===== config.mk =====
export PLATFORM = sky130hd
export DESIGN_NAME = fifo_wr_arbiter
export DESIGN_NICKNAME = d
export VERILOG_FILES = /design/src/rtl/fifo_arb_pkg.sv /design/src/rtl/fifo_wr_arbiter_rr_pick.sv /design/src/rtl/fifo_wr_arbiter.sv
export SDC_FILE = /design/constraint.sdc
export NUM_CORES = 1
export LEC_CHECK = 0
export ABC_AREA = 1
export CAP_MARGIN = 20
export CORE_AREA = 4 4 64 66
export CTS_BUF_LIST = sky130_fd_sc_hd__clkbuf_2
export DETAILED_ROUTE_END_ITERATION = 8
export DIE_AREA = 0 0 68 70
export PLACE_DENSITY = 0.8
export SLEW_MARGIN = 20
export SYNTH_ARGS = -nofsm -noshare
export SYNTH_HDL_FRONTEND = slang
export SYNTH_SLANG_ARGS = --single-unit
export TNS_END_PERCENT = 30

===== constraint.sdc =====
create_clock -name clk -period 1.6 [get_ports clk]
set_input_delay 0.24 -clock clk [delete_from_list [all_inputs] [get_ports clk]]
set_output_delay 0.24 -clock clk [all_outputs]
set_load 0.05 [all_outputs]

===== src/rtl/fifo_arb_pkg.sv =====
// Shared types and constants for the FIFO write arbiter.
package fifo_arb_pkg;

  typedef enum logic {
    IDLE  = 1'b0,
    BURST = 1'b1
  } arb_state_e;

  localparam int STATS_CNT_W = 16;
  localparam logic [STATS_CNT_W-1:0] STATS_CNT_MAX = '1;

endpackage


===== src/rtl/fifo_wr_arbiter_rr_pick.sv =====
// Round-robin search: first set request bit at or after ptr, wrapping modulo NUM_REQ.
module rr_pick #(
  parameter int NUM_REQ = 4,
  parameter int IDX_W   = $clog2(NUM_REQ)
) (
  input  logic [NUM_REQ-1:0] req,
  input  logic [IDX_W-1:0]   ptr,
  output logic               any,
  output logic [IDX_W-1:0]   pick
);

  localparam logic [IDX_W:0] NUM_L = (IDX_W+1)'(NUM_REQ);

  logic [2*NUM_REQ-1:0] req_dbl;
  logic [NUM_REQ-1:0]   req_rot;
  logic [IDX_W:0]       sum;

  assign req_dbl = {req, req} >> ptr;
  assign req_rot = req_dbl[NUM_REQ-1:0];
  assign any     = |req;

  // Walk offsets from the far end so the smallest offset from ptr wins.
  always_comb begin
    pick = '0;
    sum  = '0;
    for (int j = NUM_REQ - 1; j >= 0; j--) begin
      if (req_rot[j]) begin
        sum = {1'b0, ptr} + (IDX_W+1)'(j);
        if (sum >= NUM_L) sum = sum - NUM_L;
        pick = sum[IDX_W-1:0];
      end
    end
  end

endmodule


===== src/rtl/fifo_wr_arbiter.sv =====
// N-to-1 burst write arbiter in front of a FIFO with round-robin grants.
// Optional per-requester beat counters are enabled with FIFO_ARB_STATS_EN.
module fifo_wr_arbiter
  import fifo_arb_pkg::*;
#(
  parameter int NUM_REQ    = 4,
  parameter int FIFO_WIDTH = 8,
  parameter int FIFO_DEPTH = 8,
  parameter int MAX_BURST  = 4
) (
  input  logic                            clk,
  input  logic                            reset,
  input  logic [NUM_REQ-1:0]              reqValid,
  input  logic [NUM_REQ-1:0]              reqLast,
  input  logic [NUM_REQ*FIFO_WIDTH-1:0]   reqData,
  output logic [NUM_REQ-1:0]              reqReady,
  input  logic [$clog2(FIFO_DEPTH):0]     fifoDataCount,
  output logic                            fifoWrEn,
  output logic [FIFO_WIDTH-1:0]           fifoWrData,
  output logic [$clog2(NUM_REQ)-1:0]      grantId,
  output logic                            grantActive
`ifdef FIFO_ARB_STATS_EN
  ,
  output logic [NUM_REQ*STATS_CNT_W-1:0]  arbBeatCnt
`endif
);

  localparam int IDX_W  = $clog2(NUM_REQ);
  localparam int CNT_W  = $clog2(FIFO_DEPTH) + 1;
  localparam int BEAT_W = $clog2(MAX_BURST + 1);

  localparam logic [CNT_W:0]    DEPTH_L   = (CNT_W+1)'(FIFO_DEPTH);
  localparam logic [BEAT_W-1:0] LAST_BEAT = BEAT_W'(MAX_BURST - 1);
  localparam logic [IDX_W-1:0]  LAST_IDX  = IDX_W'(NUM_REQ - 1);

  arb_state_e              state_q, state_d;
  logic [IDX_W-1:0]        rr_ptr_q, rr_ptr_d;
  logic [BEAT_W-1:0]       beat_cnt_q, beat_cnt_d;
  logic [IDX_W-1:0]        grant_id_q, grant_id_d;
  logic                    grant_active_q, grant_active_d;
  logic                    wr_en_q, wr_en_d;
  logic [FIFO_WIDTH-1:0]   wr_data_q, wr_data_d;

  logic [FIFO_WIDTH-1:0]   data_arr [NUM_REQ];
  logic [FIFO_WIDTH-1:0]   cur_data;
  logic                    cur_valid;
  logic                    cur_last;
  logic [CNT_W:0]          occ_next;
  logic                    space_ok;
  logic                    accept;
  logic                    burst_done;
  logic                    pick_any;
  logic [IDX_W-1:0]        pick_id;
  logic [IDX_W-1:0]        next_ptr;

  rr_pick #(
    .NUM_REQ (NUM_REQ),
    .IDX_W   (IDX_W)
  ) u_rr_pick (
    .req  (reqValid),
    .ptr  (rr_ptr_q),
    .any  (pick_any),
    .pick (pick_id)
  );

  always_comb begin
    for (int i = 0; i < NUM_REQ; i++) begin
      data_arr[i] = reqData[i*FIFO_WIDTH +: FIFO_WIDTH];
    end
  end

  assign cur_data  = data_arr[grant_id_q];
  assign cur_valid = reqValid[grant_id_q];
  assign cur_last  = reqLast[grant_id_q];

  // The beat still in the write register counts toward occupancy so
  // back-to-back accepts never push the FIFO past its depth.
  assign occ_next = {1'b0, fifoDataCount} + {{CNT_W{1'b0}}, wr_en_q};
  assign space_ok = occ_next < DEPTH_L;

  always_comb begin
    reqReady             = '0;
    reqReady[grant_id_q] = grant_active_q & space_ok;
  end

  assign accept     = grant_active_q & cur_valid & space_ok;
  assign burst_done = accept & (cur_last | (beat_cnt_q == LAST_BEAT));
  assign next_ptr   = (grant_id_q == LAST_IDX) ? '0 : grant_id_q + 1'b1;

  always_comb begin
    state_d        = state_q;
    rr_ptr_d       = rr_ptr_q;
    beat_cnt_d     = beat_cnt_q;
    grant_id_d     = grant_id_q;
    grant_active_d = grant_active_q;
    wr_en_d        = accept;
    wr_data_d      = accept ? cur_data : wr_data_q;
    case (state_q)
      IDLE: begin
        if (pick_any) begin
          state_d        = BURST;
          grant_id_d     = pick_id;
          grant_active_d = 1'b1;
          beat_cnt_d     = '0;
        end
      end
      BURST: begin
        // A stalled or idle grantee keeps the grant; only a finished burst releases it.
        if (burst_done) begin
          state_d        = IDLE;
          grant_active_d = 1'b0;
          beat_cnt_d     = '0;
          rr_ptr_d       = next_ptr;
        end else if (accept) begin
          beat_cnt_d = beat_cnt_q + 1'b1;
        end
      end
      default: begin
        state_d        = IDLE;
        grant_active_d = 1'b0;
      end
    endcase
  end

  always_ff @(posedge clk or posedge reset) begin
    if (reset) begin
      state_q        <= IDLE;
      rr_ptr_q       <= '0;
      beat_cnt_q     <= '0;
      grant_id_q     <= '0;
      grant_active_q <= 1'b0;
      wr_en_q        <= 1'b0;
      wr_data_q      <= '0;
    end else begin
      state_q        <= state_d;
      rr_ptr_q       <= rr_ptr_d;
      beat_cnt_q     <= beat_cnt_d;
      grant_id_q     <= grant_id_d;
      grant_active_q <= grant_active_d;
      wr_en_q        <= wr_en_d;
      wr_data_q      <= wr_data_d;
    end
  end

  assign fifoWrEn    = wr_en_q;
  assign fifoWrData  = wr_data_q;
  assign grantId     = grant_id_q;
  assign grantActive = grant_active_q;

`ifdef FIFO_ARB_STATS_EN
  logic [STATS_CNT_W-1:0] stat_q [NUM_REQ];
  logic [STATS_CNT_W-1:0] stat_d [NUM_REQ];

  function automatic logic [STATS_CNT_W-1:0] sat_inc(input logic [STATS_CNT_W-1:0] v);
    return (v == STATS_CNT_MAX) ? v : v + 1'b1;
  endfunction

  always_comb begin
    arbBeatCnt = '0;
    for (int i = 0; i < NUM_REQ; i++) begin
      stat_d[i] = stat_q[i];
      if (accept && (grant_id_q == IDX_W'(i))) stat_d[i] = sat_inc(stat_q[i]);
      arbBeatCnt[i*STATS_CNT_W +: STATS_CNT_W] = stat_q[i];
    end
  end

  always_ff @(posedge clk or posedge reset) begin
    if (reset) begin
      for (int i = 0; i < NUM_REQ; i++) stat_q[i] <= '0;
    end else begin
      for (int i = 0; i < NUM_REQ; i++) stat_q[i] <= stat_d[i];
    end
  end
`endif

endmodule


## Yosys cells after proc, flatten, opt, wreduce, memory -nomap -nowiden

Index checks and enable logic that the tools add are counted.

- $add $sub $neg: 10
- $mul: 0
- Div/mod/pow operators: 0
- $lt $le $gt $ge: 8
- Equality and inequality tests: 5
- Shifts and indexed selects: 1
- Multiplexer cells: 28
- Bitwise logic cells: 8
- Reduce and logical (&&, ||, !) cells: 6

Operators by type and width:

| cell | number |
|---|---|
| $mux 2 | 9 |
| $bmux 8 s2 | 1 |
| $mux 8 | 2 |
| $ge 3x3->1 const B | 4 |
| $mux 3 | 3 |
| $reduce_and 2->1 | 4 |
| $shr 8x2->4 | 1 |
| $sub 2x1->2 const B | 4 |
| $mux 1 | 7 |
| $add 2x2->3 const B | 2 |
| $pmux 3 s2 | 1 |
| $add 4x1->5 | 1 |
| $lt 5x4->1 const B | 1 |
| $and 1x1->1 | 4 |
| $and 4x4->4 | 1 |
| $bmux 1 s2 | 2 |
| $pmux 1 s2 | 2 |
| $reduce_or 4->1 | 1 |
| $add 2x1->3 const B | 1 |
| $add 3x1->3 const B | 1 |
| $eq 3x2->1 const B | 1 |
| $ge 2x3->1 const B | 1 |
| $lt 2x3->1 const B | 1 |
| $ne 3x1->1 const B | 1 |
| other kinds (10) | 10 |

- Flip-flop bits (word level): 18
- Latch bits: 0
- RAM bits: 0
- Memory bits (read-only): 0
- Logic and storage cells: 73
- Memories kept: 0

## Logic depth before layout (Yosys ltp)

- Depth after elaboration: 7
- Mapped depth: 12
- Depth with buffers taken out: 11

## Cells and area by module

From an unflattened synthesis, not the netlist that was laid out.

- Cells, all modules: 221
- Area, all modules: 1,443.9 um2

Modules (own cells, without submodules):

| module | times used | cells an instance | area an instance (um2) | seq. area each (um2) |
|---|---|---|---|---|
| fifo_wr_arbiter | 1 | 174 | 1,206.2 | 450.4 |
| rr_pick | 1 | 47 | 237.7 | 0.0 |

## Worst setup path after synthesis

OpenSTA, ideal clock, no wires.

- Kind: register to output
- From: register grant_id_q[0] (netlist: grantId[0])
- To: output port reqReady[2]
- Arrival time: 1.919 ns
- Data required time: 1.360 ns
- Path slack: -0.559 ns
- Stages on the path, launching flop included: 7
- Path through: dfrtp_1 > inv_2 > buf_6 > buf_2 > ha_1 > inv_1 > nor2_1

- Longest elaborated chain between the ends: 5

RTL lines:

| element | RTL line | RTL |
|---|---|---|
| from (decl) | fifo_wr_arbiter.sv:39 | `logic [IDX_W-1:0] grant_id_q, grant_id_d;` |
| from (signal assigned) | fifo_wr_arbiter.sv:138 | `grant_id_q <= grant_id_d;` |
| $lt 2x3->1 (implied by the code) or $ge 2x1->1 (tied branches) | fifo_wr_arbiter.sv:83 | `reqReady[grant_id_q] = grant_active_q & space_ok;` |
| $logic_and 1x1->1 (implied by the code) | fifo_wr_arbiter.sv:83 |  |
| $mux 1 (implied by the code) | fifo_wr_arbiter.sv:83 |  |
| $demux 1 s2 (*) | fifo_wr_arbiter.sv:83 |  |
| $and 4x4->4 (no line) (*) | - |  |
| to (decl) | fifo_wr_arbiter.sv:16 | `output logic [NUM_REQ-1:0] reqReady,` |

Every way passes the cells marked *; elsewhere a longest branch is shown, timed or not.

## Worst setup path in the final report

Ends and elaborated chain as after synthesis.

==> flow_summary_export.csv <==
group,metric,value,unit
status,status,"complete, but fails checks",
status,violations,"setup timing",
clock_network,cts_root_buffer,"clkbuf_2",
setup_path,path_class,"reg2out",
finish,fillers,311,
global_routing,grt_antenna_before_repair,0,
synthesis,async_flop_share,1.00,
setup_path,cp.arrival,1.48,ns
sta,min_period_over_period,1.07,
drt,drc,0,
synthesis,muxShareOfSynthArea,0,
synthesis,seq_area_frac_synth,0.331,
synthesis,synth_edf_count,0,
sta,fmax,582,MHz
sta,relSlewSlack,0.818,
synthesis,synthDominantCellAreaShare,0.331,
setup_path,worstPathRequired,1.36,ns
drt,postRouteAntennaNets,0,
sta,tns,-0.443,ns
global_routing,grt_pass1_wl,6640,um
synthesis,synthXorXnorAreaFrac,0.00643,
placement,place.gp.congestion,0.870,
placement,io_buffer_count,61,
finish,nets,326,
finish,seq_area,458,um^2
synthesis,synth_compound_area_frac,0.161,
global_routing,top_usage_layer,"met2",
synthesis,avgSynthCellArea,6.67,um^2
synthesis,ys.flop_type,"dfrtp_1",
sta,hold_violations,0,
global_routing,use_met3,0.0386,
drt,wl,4150,um
synthesis,synth.distinct_cells,24,
finish,drive_gt1_frac,0.194,
finish,multi_input_area,810,um^2
synthesis,synth_fp_nets,256,
drt,viasPerCell,4.82,
sta,drv_slew,0,
floorplanning,dieArea,4760,um^2
sta,final.setup_skew,0.0132,ns
clock_network,numClockSinks,18,
clock_network,clockBufferDepth,2,
synthesis,synthCells,204,
setup_path,end_kind,"output pin",
pwr,p_seq_frac,0.227,
synthesis,synth_area_leader_cell,"dfrtp_1",
pwr,internal_power,1710,uW
drt,drt_iter0_drc,86,
global_routing,grt_max_degree,19,
synthesis,synth_warnings,0,
drt,num_vias,1547,
setup_path,cp_max_fo,8,
floorplanning,pin_count,62,
global_routing,grt_usage,0.180,
synthesis,netlist_area,1360,um^2
synthesis,synth_top_family_by_area,"simple AND/OR/NAND/NOR gates",
clock_network,cts_buffers,3,
job,maxCapViolCount,0,
floorplanning,core-area,3580,um^2
global_routing,grt-ovfl-total,0,
finish,syn_to_final_growth,60.8,%
synthesis,synthSimpleGateAreaFrac,0.347,
pwr,combPwrFrac,0.718,
sta,worst_slew_pin_slew,0.272,ns
global_routing,grt_util_met2,0.319,
pwr,ir_drop,844,uV
global_routing,grt_use_met1,0.219,
finish,diodes,0,
floorplanning,die_w,68,um
drt,wire_per_inst,12.9,um
pwr,p_switching,1950,uW
clock_network,path_clk_slew,0.18,ns
synthesis,ys_ff_latch,18,
floorplanning,die_h,70,um
sta,setup_viol,4,
synthesis,synth_most_common_cell,"nand2_1",
drt,first_pass_iters,4,
floorplanning,rows,22,
global_routing,grt_pass1_vias,1408,
placement,dp_hpwl,3300,um
clock_network,htree_levels,1,
setup_path,startpoint_type,"register",
pwr,swShare,0.532,
sta,setup_ws,-0.119,ns
clock_network,worst_skew_pair.late_latency,0.31,ns
min_path,hp-class,"in2async",
synthesis,synth_common_cells,"nand2_1, nor2_1, inv_1, dfrtp_1, o21ai_0",
pwr,clkPwrFrac,0.055,
synthesis,yosys-top-cells-area,"dfrtp_1, nand2_1, nor2_1, o21ai_0, ha_1",
sta,fin_crit,1.72,ns
pwr,leakagePower,0.00105,uW
sta,rsz0062_at_grt,"true",
clock_network,cts_tree,"yes",
pwr,power.density,1670,nW/um^2
placement,dpl_worst_slack,-0.0453,ns
floorplanning,start_util,0.380,
clock_network,cts_hold_buf,0,
synthesis,synth_adder_area_share,0.0551,
[final timing paths]
kind / to / cells after the start / startpoint / slack [ns]
hold / removal: beat_cnt_q[2]$_DFFE_PP0P_ / 3 / reset / 0.22
max in group asynchronous: grantId[0]$_DFFE_PP0P_ / 3 / reset / 1.15
setup reg to reg: beat_cnt_q[0]$_DFFE_PP0P_ / 8 / grantId[0]$_DFFE_PP0P_ / 0.06
hold reg to reg: fifoWrData[5]$_DFFE_PP0P_ / 2 / fifoWrData[5]$_DFFE_PP0P_ / 0.51
min in group clk: fifoWrData[5]$_DFFE_PP0P_ / 2 / fifoWrData[5]$_DFFE_PP0P_ / 0.51
setup / recovery: reqReady[2] / 5 / grantId[0]$_DFFE_PP0P_ / -0.12
[power by group through the flow]
stage	combinational [uW]	sequential, uW	clock, uW
finish	2630	832	201
floorplan	1360	1230	0
global route	2870	862	233
global placement	2480	856	0
detailed placement	2520	863	0
CTS	2610	823	210
[critical path: stages, from the launching register on]
cell	delay, ns
dfrtp_4	0.57
inv_4	0.13
ha_1	0.15
inv_1	0.06
nor2_4	0.12
buf_12	0.14
[sequential cells by signal, indices dropped and copies added (netlist names)]
name,flops
grantActive,1
grantId,2
rr_ptr_q,2
fifoWrData,8
beat_cnt_q,3
state_q,1
fifoWrEn,1
[routing by layer]
layer / share of wire / vias up / routed length (um)
met2: 0.54 / 41 / 2240
met5: 0 / - / 0
li1: - / 794 / -
met1: 0.42 / 710 / 1730
met4: 0.0053 / 0 / 22
met3: 0.040 / 2 / 166
[kinds of logic after synthesis]
logic type / Yosys count
XOR/XNOR: 1
AO/OA/AOI/OAI: 37
adder cells (fa/ha/maj): 6
buffers and inverters: 31
flip-flops: 18
AND/OR/NAND/NOR: 111
[cell usage in the layout, fill, tap and decap left out, types with 3 or more instances in the layout]
cell type,n
nor2_1,27
o22ai_1,8
o21ai_0,17
buf_4,20
dfrtp_2,3
o21ai_2,4
dfrtp_1,14
nor2_4,6
nand3_1,12
inv_1,20
clkbuf_2,3
ha_1,6
nand2_1,60
clkdlybuf4s50_1,45
buf_12,7
[per-stage QoR]
step	hold slack, ns	std cells	util	area, um^2	total power, uW
floorplan	0.178	204	-	1400	2590
global placement	0.463	314	0.596	2130	3340
detailed placement	0.467	314	0.596	2130	3390
CTS	0.216	321	0.608	2180	3650
global route	0.220	321	0.612	2190	3970
finish	0.217	321	0.612	2190	3660
[final cells by class]
class / instances / share of cell area
Multi-Input combinational cell: 155 / 0.370
Timing Repair Buffer: 73 / 0.343
Sequential cell: 18 / 0.209
Inverter: 23 / 0.0417
Tap cell: 48 / 0.0274
Clock buffer: 3 / 0.00686
Clock inverter: 1 / 0.00171
[what timing repair did]
action | in CTS | in global routing
buffers inserted | 3 | 0
resized for setup | 1 | 4
pin swaps | 0 | 5
setup endpoints to repair | 4 | 12
(Power assumes the default switching activity.)
